## config.mk

```make
export PLATFORM = sky130hd
export DESIGN_NAME = rp_stream_ctrl
export DESIGN_NICKNAME = d
export VERILOG_FILES = /design/src/rtl/rp_stream_ctrl.sv
export SDC_FILE = /design/constraint.sdc
export NUM_CORES = 1
export LEC_CHECK = 0
export ABC_AREA = 1
export CAP_MARGIN = 20
export CORE_UTILIZATION = 48
export CTS_CLUSTER_SIZE = 12
export DETAILED_ROUTE_END_ITERATION = 16
export PLACE_DENSITY = 0.79
export SLEW_MARGIN = 20
export SYNTH_ARGS = -nofsm -noshare
export SYNTH_HDL_FRONTEND = slang
export SYNTH_SLANG_ARGS = --single-unit
export TNS_END_PERCENT = 1
```

## constraint.sdc

```tcl
create_clock -name Clk -period 4.3 [get_ports Clk]
set_input_delay 0.86 -clock Clk [delete_from_list [all_inputs] [get_ports Clk]]
set_output_delay 0.86 -clock Clk [all_outputs]
set_load 0.005 [all_outputs]
```

## src/rtl/rp_stream_ctrl.sv

```systemverilog
`timescale 1ns/1ps
// rp_stream_ctrl: streams operand pairs into a reconfigurable partition (RP),
// tracks each accepted pair with a tag shift register, and collects the
// registered RP results into an output FIFO in accept order. Credits against
// the FIFO guarantee that every in-flight result has a slot. While the
// partition is decoupled, in-flight results are discarded and counted.
//
// Ports:
//   Clk, Reset_n          clock, synchronous active-low reset
//   s_valid/s_ready       operand pair handshake; s_a, s_b operands
//   ain, bin              registered operands driven to the partition
//   rp_result             registered result returned by the partition
//   decouple              partition under reconfiguration
//   m_valid/m_ready       result handshake; m_data = FIFO head
//   inflight              accepted pairs whose result is not yet in the FIFO
//   drop_cnt              saturating count of results discarded by decouple
module rp_stream_ctrl #(
  parameter int unsigned FIFO_DEPTH = 4,
  parameter int unsigned RP_LATENCY = 1
) (
  input  logic        Clk,
  input  logic        Reset_n,
  input  logic        s_valid,
  output logic        s_ready,
  input  logic [31:0] s_a,
  input  logic [31:0] s_b,
  output logic [31:0] ain,
  output logic [31:0] bin,
  input  logic [31:0] rp_result,
  input  logic        decouple,
  output logic        m_valid,
  input  logic        m_ready,
  output logic [31:0] m_data,
  output logic [2:0]  inflight,
  output logic [7:0]  drop_cnt
);

  localparam int unsigned DATA_W = 32;
  localparam int unsigned TAG_W  = RP_LATENCY + 1;
  localparam int unsigned PTR_W  = $clog2(FIFO_DEPTH);
  localparam int unsigned CNT_W  = PTR_W + 1;
  localparam int unsigned OCC_W  = 16;

  logic [DATA_W-1:0] ain_q, ain_d;
  logic [DATA_W-1:0] bin_q, bin_d;
  logic [TAG_W-1:0]  tag_q, tag_d;
  logic [PTR_W-1:0]  wr_ptr_q, wr_ptr_d;
  logic [PTR_W-1:0]  rd_ptr_q, rd_ptr_d;
  logic [CNT_W-1:0]  count_q, count_d;
  logic [7:0]        drop_q, drop_d;
  logic [2:0]        inflight_q, inflight_d;
  logic              m_valid_q, m_valid_d;
  logic [DATA_W-1:0] mem_q [FIFO_DEPTH];

  logic [OCC_W-1:0]  tag_pop;
  logic [OCC_W-1:0]  tag_pop_next;
  logic [OCC_W-1:0]  occ;
  logic [OCC_W-1:0]  drop_sum;
  logic              accept;
  logic              push;
  logic              pop;

  // Number of set tag bits, i.e. results still travelling through the partition.
  function automatic logic [OCC_W-1:0] popcount(input logic [TAG_W-1:0] v);
    logic [OCC_W-1:0] cnt;
    cnt = '0;
    for (int unsigned i = 0; i < TAG_W; i++) begin
      cnt = cnt + OCC_W'(v[i]);
    end
    return cnt;
  endfunction

  // Credit: every pair in flight reserves a FIFO slot.
  always_comb begin
    tag_pop = popcount(tag_q);
    occ     = tag_pop + OCC_W'(count_q);
  end

  assign s_ready = Reset_n && !decouple && (occ < OCC_W'(FIFO_DEPTH));

  // Next-state logic for operands, tag pipeline, FIFO pointers and counters.
  always_comb begin
    ain_d        = ain_q;
    bin_d        = bin_q;
    tag_d        = tag_q;
    wr_ptr_d     = wr_ptr_q;
    rd_ptr_d     = rd_ptr_q;
    count_d      = count_q;
    drop_d       = drop_q;
    inflight_d   = inflight_q;
    m_valid_d    = m_valid_q;
    tag_pop_next = '0;
    drop_sum     = '0;

    accept = s_valid && s_ready;
    push   = tag_q[TAG_W-1] && !decouple;
    pop    = (count_q != '0) && m_ready;

    if (accept) begin
      ain_d = s_a;
      bin_d = s_b;
    end

    // Decouple isolates the partition immediately: every in-flight result
    // is abandoned and counted as dropped.
    if (decouple) begin
      tag_d    = '0;
      drop_sum = OCC_W'(drop_q) + tag_pop;
      drop_d   = (drop_sum > OCC_W'(255)) ? 8'hFF : 8'(drop_sum);
    end else begin
      tag_d = (tag_q << 1) | TAG_W'(accept);
    end

    wr_ptr_d  = wr_ptr_q + PTR_W'(push);
    rd_ptr_d  = rd_ptr_q + PTR_W'(pop);
    count_d   = count_q + CNT_W'(push) - CNT_W'(pop);
    m_valid_d = (count_d != '0);

    tag_pop_next = popcount(tag_d);
    inflight_d   = (tag_pop_next > OCC_W'(7)) ? 3'd7 : 3'(tag_pop_next);
  end

  // State registers with synchronous reset.
  always_ff @(posedge Clk) begin
    if (!Reset_n) begin
      ain_q      <= '0;
      bin_q      <= '0;
      tag_q      <= '0;
      wr_ptr_q   <= '0;
      rd_ptr_q   <= '0;
      count_q    <= '0;
      drop_q     <= '0;
      inflight_q <= '0;
      m_valid_q  <= 1'b0;
    end else begin
      ain_q      <= ain_d;
      bin_q      <= bin_d;
      tag_q      <= tag_d;
      wr_ptr_q   <= wr_ptr_d;
      rd_ptr_q   <= rd_ptr_d;
      count_q    <= count_d;
      drop_q     <= drop_d;
      inflight_q <= inflight_d;
      m_valid_q  <= m_valid_d;
    end
  end

  // FIFO storage; contents need no reset since count/pointers gate visibility.
  always_ff @(posedge Clk) begin
    if (push) begin
      mem_q[wr_ptr_q] <= rp_result;
    end
  end

  assign ain      = ain_q;
  assign bin      = bin_q;
  assign m_valid  = m_valid_q;
  assign m_data   = mem_q[rd_ptr_q];
  assign inflight = inflight_q;
  assign drop_cnt = drop_q;

endmodule
```

Word level (Yosys, flattened, before mapping)
Memories as Yosys holds them, arrays and structs flattened. A register that Yosys moved wholly into a read port is not among the register bits.
Cells that the tools add are included.
{"block": "totals", "ff_bits": 85, "out_inout_bits": 109, "elab_cells": 36, "n_memories": 1, "mem_bits_rw": 128, "inputBits": 101}
{"block": "classes", "n_bitwise": 1, "n_mux": 6, "magnitude_cmp": 3, "add_sub_neg": 8, "reduce_logical": 8}
{"memory": "mem_q", "depth": 4, "width": 32, "rd": 1, "rd_ports_with_merged_regs": 1, "write_ports": 1, "line": "53", "text": "logic [DATA_W-1:0] mem_q [FIFO_DEPTH];"}
{"operator": "$add 8x2->9", "count": 1}
{"operator": "$gt 9x8->1 const B", "count": 1}
{"operator": "$mux 8", "count": 1}
{"operator": "$reduce_bool 3->1", "count": 2}
{"operator": "$logic_and 1x1->1", "count": 5}
{"operator": "$add 1x1->2", "count": 2}
{"operator": "$add 2x1->2", "count": 2}
{"operator": "$add 2x3->4", "count": 1}
{"operator": "$lt 4x3->1 const B", "count": 1}
{"operator": "$mux 2", "count": 2}
{"operator": "$add 3x1->3", "count": 1}
{"operator": "$gt 2x3->1 const B", "count": 1}
{"operator": "$mux 3", "count": 1}
{"operator": "$sub 3x1->3", "count": 1}
{"operator": "$mux 1", "count": 2}
{"operator": "$or 2x1->2", "count": 1}
{"operator": "$logic_not 1->1", "count": 1}

Logic depth before layout (Yosys ltp)
{"block": "depth", "word_depth": 10, "mapped_depth": 12, "ltp_nobuf": 12}

Worst setup path before layout
OpenSTA, ideal clock, no wires.
{"block": "synth_path", "kind": "input to register", "startpoint": "input port decouple", "endpoint": "memory mem_q[0][0], enable pin", "path_slack_ps": 595, "path_buffers": 0, "cell_stages": 3, "t_arrival_ps": 3243, "setup_time_ps": 461, "path_cell_list": "inv_1 > nand2_1 > nor3_1"}
{"block": "synth_via", "elab_chain_len": 4}
{"item": "from (decl)", "line": "30", "text": "input logic decouple,"}
{"item": "$logic_not 1->1", "line": "96", "text": "push = tag_q[TAG_W-1] && !decouple;"}
{"item": "$logic_and 1x1->1", "line": "96"}
{"item": "$mux 1", "line": "150", "text": "if (push) begin"}
{"item": "$mux 1 (not written as such)", "line": "151", "text": "mem_q[wr_ptr_q] <= rp_result;"}
{"item": "to (decl)", "line": "53"}
No other way between the ends.

==> results.json <==
{
  "run_status": "completed",
  "finalHoldViolations": 0,
  "vias": 5879,
  "p_leak_nw": 3.93,
  "holdBufCountCts": 0,
  "fin_skew_ps": 18.8,
  "wl_per_cell_um": 15.6,
  "antenna_found_initial": 0,
  "drtIter0Drc": 364,
  "routed_via_density": 5.03,
  "grt_pass1_wl_um": 28300,
  "nNetsFinal": 1048,
  "drive_gt1_share_pct": 4.73,
  "drcViolationCount": 0,
  "hold_depth": 2,
  "rsz0062_at_grt": "false",
  "relSlewSlack_pct": 54.9,
  "start_util_pct": 49.6,
  "synth.distinct_cells": 32,
  "clk_pin_slew_worst_paths_ps": 60,
  "clock_path_buffers": 3,
  "core_area_um2": 16100,
  "cp-start-kind": "flip-flop",
  "critPathCaptureType": "output pin",
  "syn-instance-count": 736,
  "dp_cells": 1128,
  "cts_buffers": 22,
  "period_needed_ps": 3350,
  "fp.dieH_um": 131,
  "syn-num-nets": 848,
  "synth_area_per_cell_um2": 10.8,
  "clkLatencyLatePin_ps": 500,
  "cts_tree": "built",
  "ff_latch_area_um2": 5530,
  "grt_pass1_vias": 5562,
  "dieArea_um2": 17100,
  "placementRows": 46,
  "ff2ff_path_depth": 10,
  "gp_congestion": 0.800,
  "ir_worst_vdd_mv": 0.318,
  "first_pass_iters": 4,
  "ys_warn_count": 0,
  "yosysTopAreaCell": "edfxtp_1",
  "post-cts-setup-buffer-count": 0,
  "max_freq_ghz": 0.299,
  "p_per_area_nw_per_um2": 483,
  "wl_um": 18300,
  "synth_top_area_share_pct": 48.2,
  "drv_cap": 0,
  "hold_class": "reg2reg",
  "syn-cell-area_um2": 7970,
  "ff2ff_setup_slack_ps": 2190,
  "finalCritPeriodShare_pct": 77.8,
  "synth-seq-cells": 212,
  "fin_cells": 1168,
  "diodes": 0,
  "grt_overflow": 0,
  "dp_hpwl_um": 11300,
  "io_buffers": 208,
  "arrival_ps": 2490,
  "slew_violations": 0,
  "cts_sinks": 212,
  "multi_input_area_um2": 2120,
  "fillers": 1180,
  "finalSetupViolations": 0,
  "fin_tns_setup_ps": 0,
  "grt_max_degree": 76,
  "synth_seq_area_share_pct": 69.3,
  "worst-slew-pin-transition_ps": 676,
  "cp_data_required_time_ps": 3440,
  "syn2layout_area_growth_pct": 36.3,
  "ctsResizeCount": 0,
  "path_class": "reg2out",
  "synthTopCellsByArea": "edfxtp_1 (48%), dfxtp_1 (21%), nor2_1 (9.5%)",
  "grt_use_total_pct": 21.4,
  "cts_max_level": 1,
  "crit_path_max_fanout": 50,
  "die_w_um": 131,
  "drtAntennaViolNets": 0,
  "ioPinCount": 210,
  "cts_root_buf": "clkbuf_16"
}
## final cells by class
| type | instances | area share, % |
|---|---|---|
| clock buffers | 35 | 5.80 |
| multi-input cells | 444 | 19.5 |
| clock inverters | 5 | 0.184 |
| inverters | 37 | 1.28 |
| repair buffers | 219 | 19.9 |
| flip-flops and latches | 212 | 50.9 |
| well taps | 216 | 2.49 |
## sequential cells by signal, summed over array words and instances, names as in the netlist
| register | cells |
|---|---|
| ain | 32 |
| bin | 32 |
| count_q | 3 |
| drop_cnt | 8 |
| inflight | 2 |
| m_valid | 1 |
| mem_q | 128 |
| rd_ptr_q | 2 |
| tag_q | 2 |
| wr_ptr_q | 2 |
## logic make-up (layout without fill, tap and decap cells)
logic type / after synthesis / after routing / synth area share (%)
compound gates: 170 / 170 / 11.3
xor+xnor: 3 / 3 / 0.330
fa+ha+maj: 11 / 11 / 1.92
buf+inv: 80 / 296 / 4.33
flops: 212 / 212 / 69.3
mux: 1 / 1 / 0.126
other cells: 1 / 1 / 0.0471
simple gates: 258 / 258 / 12.6
## worst paths after layout
| kind | start | endpoint |
|---|---|---|
| min reg2reg | tag_q[0] | tag_q[1] |
| max | rd_ptr_q[0] | m_data[2] |
| max reg2reg | tag_q[0] | ain[15] |
| min | tag_q[0] | tag_q[1] |
## report_power, final
| group | switching (mW) | internal [mW] | total, mW |
|---|---|---|---|
| Clock | 0.715 | 1.00 | 1.72 |
| Combinational | 0.621 | 0.629 | 1.25 |
| Sequential | 0.0479 | 2.24 | 2.28 |
## per-stage QoR
stage	cell area [um2]	power, mW	utilization (%)	hold slack [ps]	setup WS, ps
6_report	10900	5.25	67.7	470	954
5_1_grt	10900	5.54	67.7	497	765
3_5_place_dp	10200	3.58	63.6	463	999
3_3_place_gp	10200	3.55	63.6	458	1000
2_1_floorplan	7970	2.92	-	434	595
4_1_cts	10900	5.30	67.7	471	924
## layer usage
layer	part of all wire (%)	GRT usage, %
met4	1.8	6.29
met2	48	35.5
met5	0	0
met1	40	25.5
met3	11	8.84
## synthesized netlist by cell type
library cell,count
nand3_2,1
nor2_2,1
o22ai_1,32
fa_1,2
dfxtp_1,84
inv_2,1
nor3_1,5
o21bai_1,1
nor2_1,201
o21ai_0,103
o31a_1,1
o21ai_1,28
conb_1,1
buf_2,8
buf_4,7
edfxtp_1,128
clkbuf_2,1
xnor2_1,2
a21oi_1,4
buf_6,1
clkinv_1,2
clkbuf_1,24
buf_1,2
ha_1,9
xor2_1,1
nand2_1,37
mux2i_1,1
nand4_1,4
a31oi_1,1
inv_1,34
nand3b_1,1
nand3_1,8
## cells in the final DEF (no fill, tap or decap), types with 2 or more instances in the layout
| master | count |
|---|---|
| o22ai_1 | 32 |
| clkbuf_1 | 11 |
| nor3_2 | 4 |
| ha_1 | 9 |
| inv_1 | 34 |
| fa_1 | 2 |
| clkbuf_16 | 23 |
| clkdlybuf4s50_1 | 207 |
| xnor2_1 | 2 |
| o21ai_0 | 103 |
| nand4_1 | 4 |
| a21oi_1 | 4 |
| clkinv_1 | 6 |
| buf_4 | 11 |
| nor2_1 | 201 |
| dfxtp_1 | 83 |
| o21ai_1 | 28 |
| edfxtp_1 | 128 |
| nand3_1 | 8 |
| nand2_1 | 37 |
## worst max-delay path: stages (launching register included)
cell             delay, ps
dfxtp_2                320
clkinv_1               210
buf_4                  490
o21ai_0                170
o22ai_1                240
clkdlybuf4s50_1        560
No activity file was read; power rests on OpenSTA's default activity.
